$ cat src/rtl/rv64_mem_pkg.sv
// Shared encodings and helpers for the RV64 load/store unit.
package rv64_mem_pkg;

   localparam int DATA_WIDTH = 64;

   localparam logic [2:0] F3_LB      = 3'b000;
   localparam logic [2:0] F3_LH      = 3'b001;
   localparam logic [2:0] F3_LW      = 3'b010;
   localparam logic [2:0] F3_LD      = 3'b011;
   localparam logic [2:0] F3_LBU     = 3'b100;
   localparam logic [2:0] F3_LHU     = 3'b101;
   localparam logic [2:0] F3_LWU     = 3'b110;
   localparam logic [2:0] F3_ILLEGAL = 3'b111;

   localparam logic [7:0] STRB_BYTE   = 8'h01;
   localparam logic [7:0] STRB_HALF   = 8'h03;
   localparam logic [7:0] STRB_WORD   = 8'h0F;
   localparam logic [7:0] STRB_DOUBLE = 8'hFF;

   typedef enum logic [1:0] {
      ST_IDLE = 2'd0,
      ST_REQ  = 2'd1,
      ST_WAIT = 2'd2,
      ST_DONE = 2'd3
   } lsu_state_t;

   // Natural alignment: the byte offset must be a multiple of the access size.
   function automatic logic f_aligned(input logic [1:0] size, input logic [2:0] off);
      case (size)
         2'd0:    return 1'b1;
         2'd1:    return ~off[0];
         2'd2:    return (off[1:0] == 2'b00);
         default: return (off == 3'b000);
      endcase
   endfunction

   function automatic logic [7:0] f_strb(input logic [1:0] size, input logic [2:0] off);
      logic [7:0] mask;
      case (size)
         2'd0:    mask = STRB_BYTE;
         2'd1:    mask = STRB_HALF;
         2'd2:    mask = STRB_WORD;
         default: mask = STRB_DOUBLE;
      endcase
      return mask << off;
   endfunction

   // Low bytes of the store data copied into every lane so the strobes pick the right one.
   function automatic logic [63:0] f_wdata(input logic [1:0] size, input logic [63:0] data);
      case (size)
         2'd0:    return {8{data[7:0]}};
         2'd1:    return {4{data[15:0]}};
         2'd2:    return {2{data[31:0]}};
         default: return data;
      endcase
   endfunction

endpackage

$ cat src/rtl/load_align.sv
// Picks the addressed lane out of a doubleword read and sign/zero extends it.
module load_align
   import rv64_mem_pkg::*;
(
   input  logic [63:0] i_rdata,
   input  logic [2:0]  i_offset,
   input  logic [2:0]  i_funct3,
   output logic [63:0] o_result
);

   logic [63:0] w_shifted;

   // Shift the addressed byte down to lane 0, then extend by access type.
   always_comb begin
      w_shifted = i_rdata >> {i_offset, 3'b000};
      o_result  = '0;
      case (i_funct3)
         F3_LB:   o_result = {{56{w_shifted[7]}},  w_shifted[7:0]};
         F3_LH:   o_result = {{48{w_shifted[15]}}, w_shifted[15:0]};
         F3_LW:   o_result = {{32{w_shifted[31]}}, w_shifted[31:0]};
         F3_LD:   o_result = w_shifted;
         F3_LBU:  o_result = {56'd0, w_shifted[7:0]};
         F3_LHU:  o_result = {48'd0, w_shifted[15:0]};
         F3_LWU:  o_result = {32'd0, w_shifted[31:0]};
         default: o_result = '0;
      endcase
   end

endmodule

$ cat src/rtl/mem_lsu.sv
// Load/store unit: one outstanding access, stalls the pipeline until the bus completes.
//
// state   | meaning
// --------+---------------------------------------------------------------
// IDLE    | accept an aligned access (stall same cycle) or pulse o_fault
// REQ     | o_bus_req high with latched address/data until granted
// WAIT    | load granted, waiting for i_bus_rvalid
// DONE    | one cycle: stall released, o_load_valid for loads
module mem_lsu
   import rv64_mem_pkg::*;
#(
   parameter int DATA_WIDTH = rv64_mem_pkg::DATA_WIDTH
) (
   input  logic                  clk,
   input  logic                  rst,
   input  logic                  i_mem_rd,
   input  logic                  i_mem_wr,
   input  logic [2:0]            i_funct3,
   input  logic [DATA_WIDTH-1:0] i_aluout,
   input  logic [DATA_WIDTH-1:0] i_wr_mem_data,
   input  logic [4:0]            i_Rd,
   output logic                  o_stall,
   output logic                  o_load_valid,
   output logic [DATA_WIDTH-1:0] o_load_data,
   output logic [4:0]            o_Rd,
   output logic                  o_fault,
   output logic                  o_bus_req,
   input  logic                  i_bus_gnt,
   output logic                  o_bus_we,
   output logic [DATA_WIDTH-1:0] o_bus_addr,
   output logic [DATA_WIDTH-1:0] o_bus_wdata,
   output logic [7:0]            o_bus_wstrb,
   input  logic                  i_bus_rvalid,
   input  logic [DATA_WIDTH-1:0] i_bus_rdata
);

   lsu_state_t            r_state;
   lsu_state_t            w_state_nxt;
   logic [DATA_WIDTH-1:0] r_addr;
   logic [DATA_WIDTH-1:0] r_wdata;
   logic [DATA_WIDTH-1:0] r_load_data;
   logic [7:0]            r_wstrb;
   logic [2:0]            r_funct3;
   logic [4:0]            r_rd;
   logic                  r_we;
   logic                  w_access;
   logic                  w_legal;
   logic [DATA_WIDTH-1:0] w_load_result;

   assign w_access = i_mem_rd | i_mem_wr;
   // funct3 111 has no load meaning; stores only look at the size bits.
   assign w_legal  = (i_mem_rd ^ i_mem_wr)
                   && f_aligned(i_funct3[1:0], i_aluout[2:0])
                   && !(i_mem_rd && (i_funct3 == F3_ILLEGAL));

   load_align u_load_align (
      .i_rdata  (i_bus_rdata),
      .i_offset (r_addr[2:0]),
      .i_funct3 (r_funct3),
      .o_result (w_load_result)
   );

   // State register plus the access fields captured on acceptance and the load result.
   always_ff @(posedge clk) begin
      if (rst) begin
         r_state     <= ST_IDLE;
         r_addr      <= '0;
         r_wdata     <= '0;
         r_wstrb     <= '0;
         r_funct3    <= '0;
         r_rd        <= '0;
         r_we        <= 1'b0;
         r_load_data <= '0;
      end else begin
         r_state <= w_state_nxt;
         if ((r_state == ST_IDLE) && w_legal) begin
            r_addr   <= i_aluout;
            r_wdata  <= f_wdata(i_funct3[1:0], i_wr_mem_data);
            r_wstrb  <= f_strb(i_funct3[1:0], i_aluout[2:0]);
            r_funct3 <= i_funct3;
            r_rd     <= i_Rd;
            r_we     <= i_mem_wr;
         end
         if ((r_state == ST_WAIT) && i_bus_rvalid) begin
            r_load_data <= w_load_result;
         end
      end
   end

   // Next state and all handshake outputs; bus outputs are zero outside REQ.
   always_comb begin
      w_state_nxt  = r_state;
      o_stall      = 1'b0;
      o_fault      = 1'b0;
      o_load_valid = 1'b0;
      o_bus_req    = 1'b0;
      o_bus_we     = 1'b0;
      o_bus_addr   = '0;
      o_bus_wdata  = '0;
      o_bus_wstrb  = '0;
      case (r_state)
         ST_IDLE: begin
            if (!rst) begin
               if (w_legal) begin
                  o_stall     = 1'b1;
                  w_state_nxt = ST_REQ;
               end else if (w_access) begin
                  o_fault = 1'b1;
               end
            end
         end
         ST_REQ: begin
            o_stall     = 1'b1;
            o_bus_req   = 1'b1;
            o_bus_we    = r_we;
            o_bus_addr  = {r_addr[DATA_WIDTH-1:3], 3'b000};
            o_bus_wdata = r_wdata;
            o_bus_wstrb = r_wstrb;
            if (i_bus_gnt) begin
               w_state_nxt = r_we ? ST_DONE : ST_WAIT;
            end
         end
         ST_WAIT: begin
            o_stall = 1'b1;
            if (i_bus_rvalid) begin
               w_state_nxt = ST_DONE;
            end
         end
         ST_DONE: begin
            o_load_valid = !r_we;
            w_state_nxt  = ST_IDLE;
         end
         default: w_state_nxt = ST_IDLE;
      endcase
   end

   assign o_load_data = r_load_data;
   assign o_Rd        = r_rd;

endmodule
$ cat config.mk
export PLATFORM = sky130hd
export DESIGN_NAME = mem_lsu
export DESIGN_NICKNAME = d
export VERILOG_FILES = /design/src/rtl/rv64_mem_pkg.sv /design/src/rtl/load_align.sv /design/src/rtl/mem_lsu.sv
export SDC_FILE = /design/constraint.sdc
export NUM_CORES = 1
export LEC_CHECK = 0
export ABC_AREA = 1
export BUFFER_PORTS_ARGS = -buffer_cell sky130_fd_sc_hd__buf_4
export CORE_MARGIN = 5
export CORE_UTILIZATION = 35
export DETAILED_ROUTE_END_ITERATION = 16
export MAX_ROUTING_LAYER = met4
export REMOVE_ABC_BUFFERS = 1
export SLEW_MARGIN = 15
export SYNTH_ARGS = -nofsm -noshare
export SYNTH_HDL_FRONTEND = slang
export SYNTH_HIERARCHICAL = 1
export SYNTH_SLANG_ARGS = --single-unit
$ cat constraint.sdc
create_clock -name clk -period 2.1 [get_ports clk]
set_input_delay 0 -clock clk [delete_from_list [all_inputs] [get_ports clk]]
set_output_delay 0 -clock clk [all_outputs]
set_load 0.01 [all_outputs]
# Yosys cells after proc, flatten, opt, wreduce, memory -nomap -nowiden
# Index checks and enable logic that the tools add are counted.
# totals
regBits	211
in_bits	206
elab_cells	66
# classes
n_eq_ne	15
shifts	2
n_mux	24
n_bitwise	3
reduce_logical	14
# ops
op	n
one-hot mux 64 bit (7 select lines)	1
one-hot mux 64 bit (3 select lines)	1
two-way mux 64 bit	2
right shift 64 x 6 -> 64 bit	1
two-way mux 8 bit	3
one-hot mux 8 bit (3 select lines)	1
== test 3 bit (second input constant)	4
two-way mux 1 bit	10
one-hot mux 2 bit (4 select lines)	1
<< shifter 8 x 3 -> 8 bit	1
== test 2 bit (second input constant)	3
== test 3 x 2 -> 1 bit (second input constant)	2
zero test 2 bit	3
zero test 3 bit	2
two-way mux 2 bit	3
!= test 2 bit (second input constant)	3
logical AND 1 bit	5
== test 2 x 1 -> 1 bit (second input constant)	2
== test 3 x 1 -> 1 bit (second input constant)	1
one-hot mux 1 bit (3 select lines)	1
AND reduction 3 bit	1
zero test 1 bit	2
one-hot mux 1 bit (2 select lines)	1
OR reduction 2 bit	1
3 further kinds	3

# Depth between registers and ports, before layout
# logic_depth
depth_word	8
mapped_depth	12
depth_no_buf	10

# Cells and area by module
# The synthesis kept the hierarchy.
# by_module_without_submodules
module	n_inst	cells_each	area_per_inst_um2	seq_area_each_um2
mem_lsu	1	1431	9440.3	4224.1
load_align	1	507	2434.8	0.0

# Worst setup path after synthesis
# OpenSTA, ideal clock, no wires.
# synth_path
path_kind	reg2out
startpoint	register r_state[1]
endpoint	output port o_bus_addr[10]
arrival_ps	1619
t_required_ps	2100
slack_ps	481
stages_incl_launch_ff	8
n_path_buf	3
cell_sequence	dfxtp_1 inv_1 ha_1 clkbuf_1 clkbuf_1 clkbuf_1 nand2_1 inv_1
# synth_via
elab_chain_cells	2
# synth_rtl
item	line_no	source
from (decl)	mem_lsu.sv:37	lsu_state_t r_state;
from (signal assigned)	mem_lsu.sv:75	r_state <= w_state_nxt;
== test 2 x 1 -> 1 bit	mem_lsu.sv:101	case (r_state)
two-way mux 64 bit	mem_lsu.sv:101	
to (decl)	mem_lsu.sv:30	output logic [DATA_WIDTH-1:0] o_bus_addr,
# No other way between the ends.

# Worst setup path in the final report
# layout_path
startpoint	input port i_funct3[1]
endpoint	register r_wdata[49]
# layout_via
elab_chain_cells	5
# layout_rtl
item	line_no	source
from (decl)	mem_lsu.sv:18	input logic [2:0] i_funct3,
== test 2 bit, or another cell as far along	rv64_mem_pkg.sv:29, rv64_mem_pkg.sv:50	
one-hot mux 1 bit (3 select lines) / logical AND 1 bit (equally long branches)	rv64_mem_pkg.sv:29, mem_lsu.sv:54	
logical AND 1 bit / zero test 1 bit (equally long branches)	mem_lsu.sv:53, mem_lsu.sv:54	
logical AND 1 bit	mem_lsu.sv:54	&& !(i_mem_rd && (i_funct3 == F3_ILLEGAL));
logical AND 1 bit	mem_lsu.sv:76	if ((r_state == ST_IDLE) && w_legal) begin
to (signal assigned)	mem_lsu.sv:78	r_wdata <= f_wdata(i_funct3[1:0], i_wr_mem_data);
to (decl)	mem_lsu.sv:40	logic [DATA_WIDTH-1:0] r_wdata;
# Several ways; a longest one is shown, not always the timed one.
# A chain may end at the register's enable or synchronous reset.

==> results.cfg <==
[detailed_routing]
first_pass_iters = 5
wl_per_cell_um = 16.4
via_per_inst = 4.95
vias = 14458
drt-total-wl_mm = 48.0
first_iter_violations = 978
drcViolationCount = 0
antenna_left = 0

[die]
num_rows = 67
coreArea_sq_mm = 0.0335
initial_utilization_pct = 35.4
io_pins = 416
die_w_um = 194
die_y_um = 194
dieArea_sq_mm = 0.0377

[power_and_ir_drop]
p_per_area_mw_per_mm2 = 822
fin_total_pwr_mw = 14.7
peakVddDrop_uv = 695
power.leakage_nw = 9.01

[timing]
hold_viol = 0
setup-violations-final = 0
relSlewSlack_pct = 22.5
slew_violations = 0
clock-skew-final_ns = 0.0212
period_share_pct = 95.3
min_period_ns = 2.00
fmax_mhz = 499
tightest_slew_ns = 1.16

[critical_path]
crit-reg2reg-launch = r_state[0]
end_kind = flop
cp.required_ns = 2.55
timing.rr.end = r_state[1]
start_kind = primary input
crit_type = primary input to flop
ff2ff_setup_slack_ns = 0.19
cp.arrival_ns = 2.45
startpoint = i_funct3[1]
r2r.worst_path.cells = 9
crit_fanout = 33

[placed_design]
dpl-instance-area_sq_mm = 0.0153
io_buffers = 412
placed_cells = 2701
place_congestion = 0.926
place_hpwl_mm = 33.6

[synthesis]
synth_seq_cells = 211
synth.distinct_cells = 36
yosysWarningCount = 6
seq_area_frac_synth_pct = 35.6
postSynthAreaPerCell_sq_um = 6.13
syn_inst = 1938
netlist_area_sq_mm = 0.0119

[cells_and_area]
fill_cells = 3373
regArea_sq_mm = 0.00423
area_growth_pct = 50.6
instances_no_fill = 2922
multi_input_area_sq_mm = 0.00613
layout-drive-gt1-share_pct = 21.5
design_area_sq_mm = 0.0179
finalNetCount = 2662
utilization_pct = 53.3

[clocking]
root_buffer = clkbuf_16
cts_max_level = 1
clk_pin_slew_ns = 0.06
cts_buffer_depth = 3
clock-sinks = 211
cts_buffers = 25
clkLatencyLatePin_ns = 0.54
cts_tree = done

[worst_hold_path]
hold_path.startpoint = i_bus_rdata[8]
hold_depth = 7
hold_end = o_load_data[0]
min_path_type = primary input to flop

[grt]
antenna_found_initial = 7
gr-total-overflow = 0
first_global_vias = 14107
grt_first_pass_wirelength_mm = 74.9
grt_max_degree = 103
grt.total_usage_pct = 24.4

[status]
outcome = complete, no violations

[flow_run]
maxCapViolCount = 0
## synth_stat cells
library cell | n | area, sq um
o21a_1 | 1 | 7.51
a211oi_1 | 1 | 7.51
a21o_1 | 1 | 7.51
nor3_1 | 4 | 20.0
inv_1 | 191 | 717
and2_1 | 2 | 12.5
inv_2 | 8 | 30.0
inv_4 | 1 | 6.26
ha_1 | 7 | 87.6
buf_1 | 1 | 3.75
o221ai_1 | 7 | 61.3
o2111ai_1 | 7 | 61.3
buf_2 | 44 | 220
o22ai_1 | 1 | 6.26
nand3_2 | 2 | 20.0
nand4_1 | 42 | 263
nand2_1 | 715 | 2680
nor2_2 | 1 | 6.26
o21ai_2 | 1 | 8.76
nand2_2 | 1 | 6.26
o21ai_0 | 141 | 706
nand2_4 | 1 | 11.3
buf_4 | 18 | 135
nor3_2 | 1 | 10.0
nand3_1 | 85 | 425
o21ai_1 | 7 | 35.0
o211ai_1 | 24 | 180
dfxtp_1 | 211 | 4220
o21bai_1 | 1 | 7.51
nor2_1 | 157 | 589
o211a_1 | 2 | 20.0
nor2_4 | 2 | 22.5
buf_6 | 17 | 191
conb_1 | 1 | 3.75
a21oi_1 | 165 | 826
clkbuf_1 | 67 | 251
## worst max-delay path, stage by stage
cell,delay [ns]
dlygate4sd3_1,0.52
buf_4,0.26
nand2_4,0.24
inv_2,0.12
buf_6,0.31
nand2_1,0.13
o211ai_1,0.10
dlygate4sd3_1,0.57
nand2_1,0.05
a21oi_1,0.13
## how the worst max path moves through the flow
| stage | end | slack (ns) | depth (start not counted) |
|---|---|---|---|
| 2_1_floorplan | r_wstrb[4] | -2.31 | 5 |
| 3_3_place_gp | o_load_data[52] | 0.32 | 9 |
| 3_5_place_dp | o_load_data[44] | 0.23 | 9 |
| 4_1_cts | o_bus_wdata[22] | 0.04 | 6 |
| 5_1_grt | r_wdata[60] | -0.002 | 10 |
| 6_report | r_wdata[49] | 0.1 | 10 |
## where the power goes
part           internal [mW]  switching [mW]  leakage, nW
logic                   2.25            3.03         6.88
clock network           2.64            1.80        0.408
registers               4.59           0.379         1.72
## placed cells by master, fill, tap and decap left out, drive strengths merged, types with 2 or more instances in the layout
cell type / count
clkinv: 6
diode: 7
buf: 464
conb: 3
ha: 7
dfxtp: 211
inv: 200
nand3: 87
o2111ai: 7
clkinvlp: 3
o211ai: 24
nand4: 42
clkbuf: 34
and2: 2
nand2: 717
o21ai: 149
a21oi: 165
dlygate4sd3: 165
nor2: 160
o211a: 2
bufinv: 2
o221ai: 7
nor3: 5
## sequential cells by signal, summed over array words and instances (netlist names)
| signal | count |
|---|---|
| o_load_data | 64 |
| r_state | 2 |
| r_funct3 | 3 |
| r_wstrb | 8 |
| o_Rd | 5 |
| r_we | 1 |
| r_addr | 64 |
| r_wdata | 64 |
## metal layers
layer | wire (um) | share of wire [%] | GRT usage (%)
met4 | 1700 | 3.5 | 8.26
met1 | 19800 | 41 | 29.9
met5 | 0 | 0 | -
met2 | 22500 | 47 | 40.5
met3 | 3970 | 8.3 | 4.83
## kinds of logic (layout without fill, tap and decap cells)
| group | after synthesis | count (layout) | share of synthesized area (%) |
|---|---|---|---|
| AO/OA/AOI/OAI | 359 | 359 | 16.3 |
| adder cells (fa/ha/maj) | 7 | 7 | 0.738 |
| buffers and inverters | 347 | 874 | 13.1 |
| flip-flops | 211 | 211 | 35.6 |
| other | 1 | 10 | 0.0316 |
| AND/OR/NAND/NOR | 1013 | 1013 | 34.3 |
## stage by stage
step / hold slack, ns / setup TNS (ns) / setup WS (ns)
detailed placement: 0.259 / 0 / 0.225
floorplan: 0.0544 / -554.89 / -2.31
finish: 0.0403 / 0 / 0.0978
global route: 0.0796 / -0.00210 / -0.00210
global placement: 0.252 / 0 / 0.317
CTS: 0.00128 / 0 / 0.0395
## what timing repair did
action	in CTS	in global routing
resized for setup	0	4
hold buffers	165	0
hold endpoints to repair	156	0
setup buffers	1	3
endpoints found under the setup margin	1	43
pin swaps	1	0
gates cloned	0	0
## area by class of cell
cell class	count	share of cell area [%]
inverters	200	4.21
repair buffers	629	30.0
multi-input cells	1382	34.3
well taps	448	3.14
diodes	7	0.0980
clock buffers	34	4.02
clock inverters	11	0.651
flip-flops and latches	211	23.6
(Power assumes the default switching activity.)
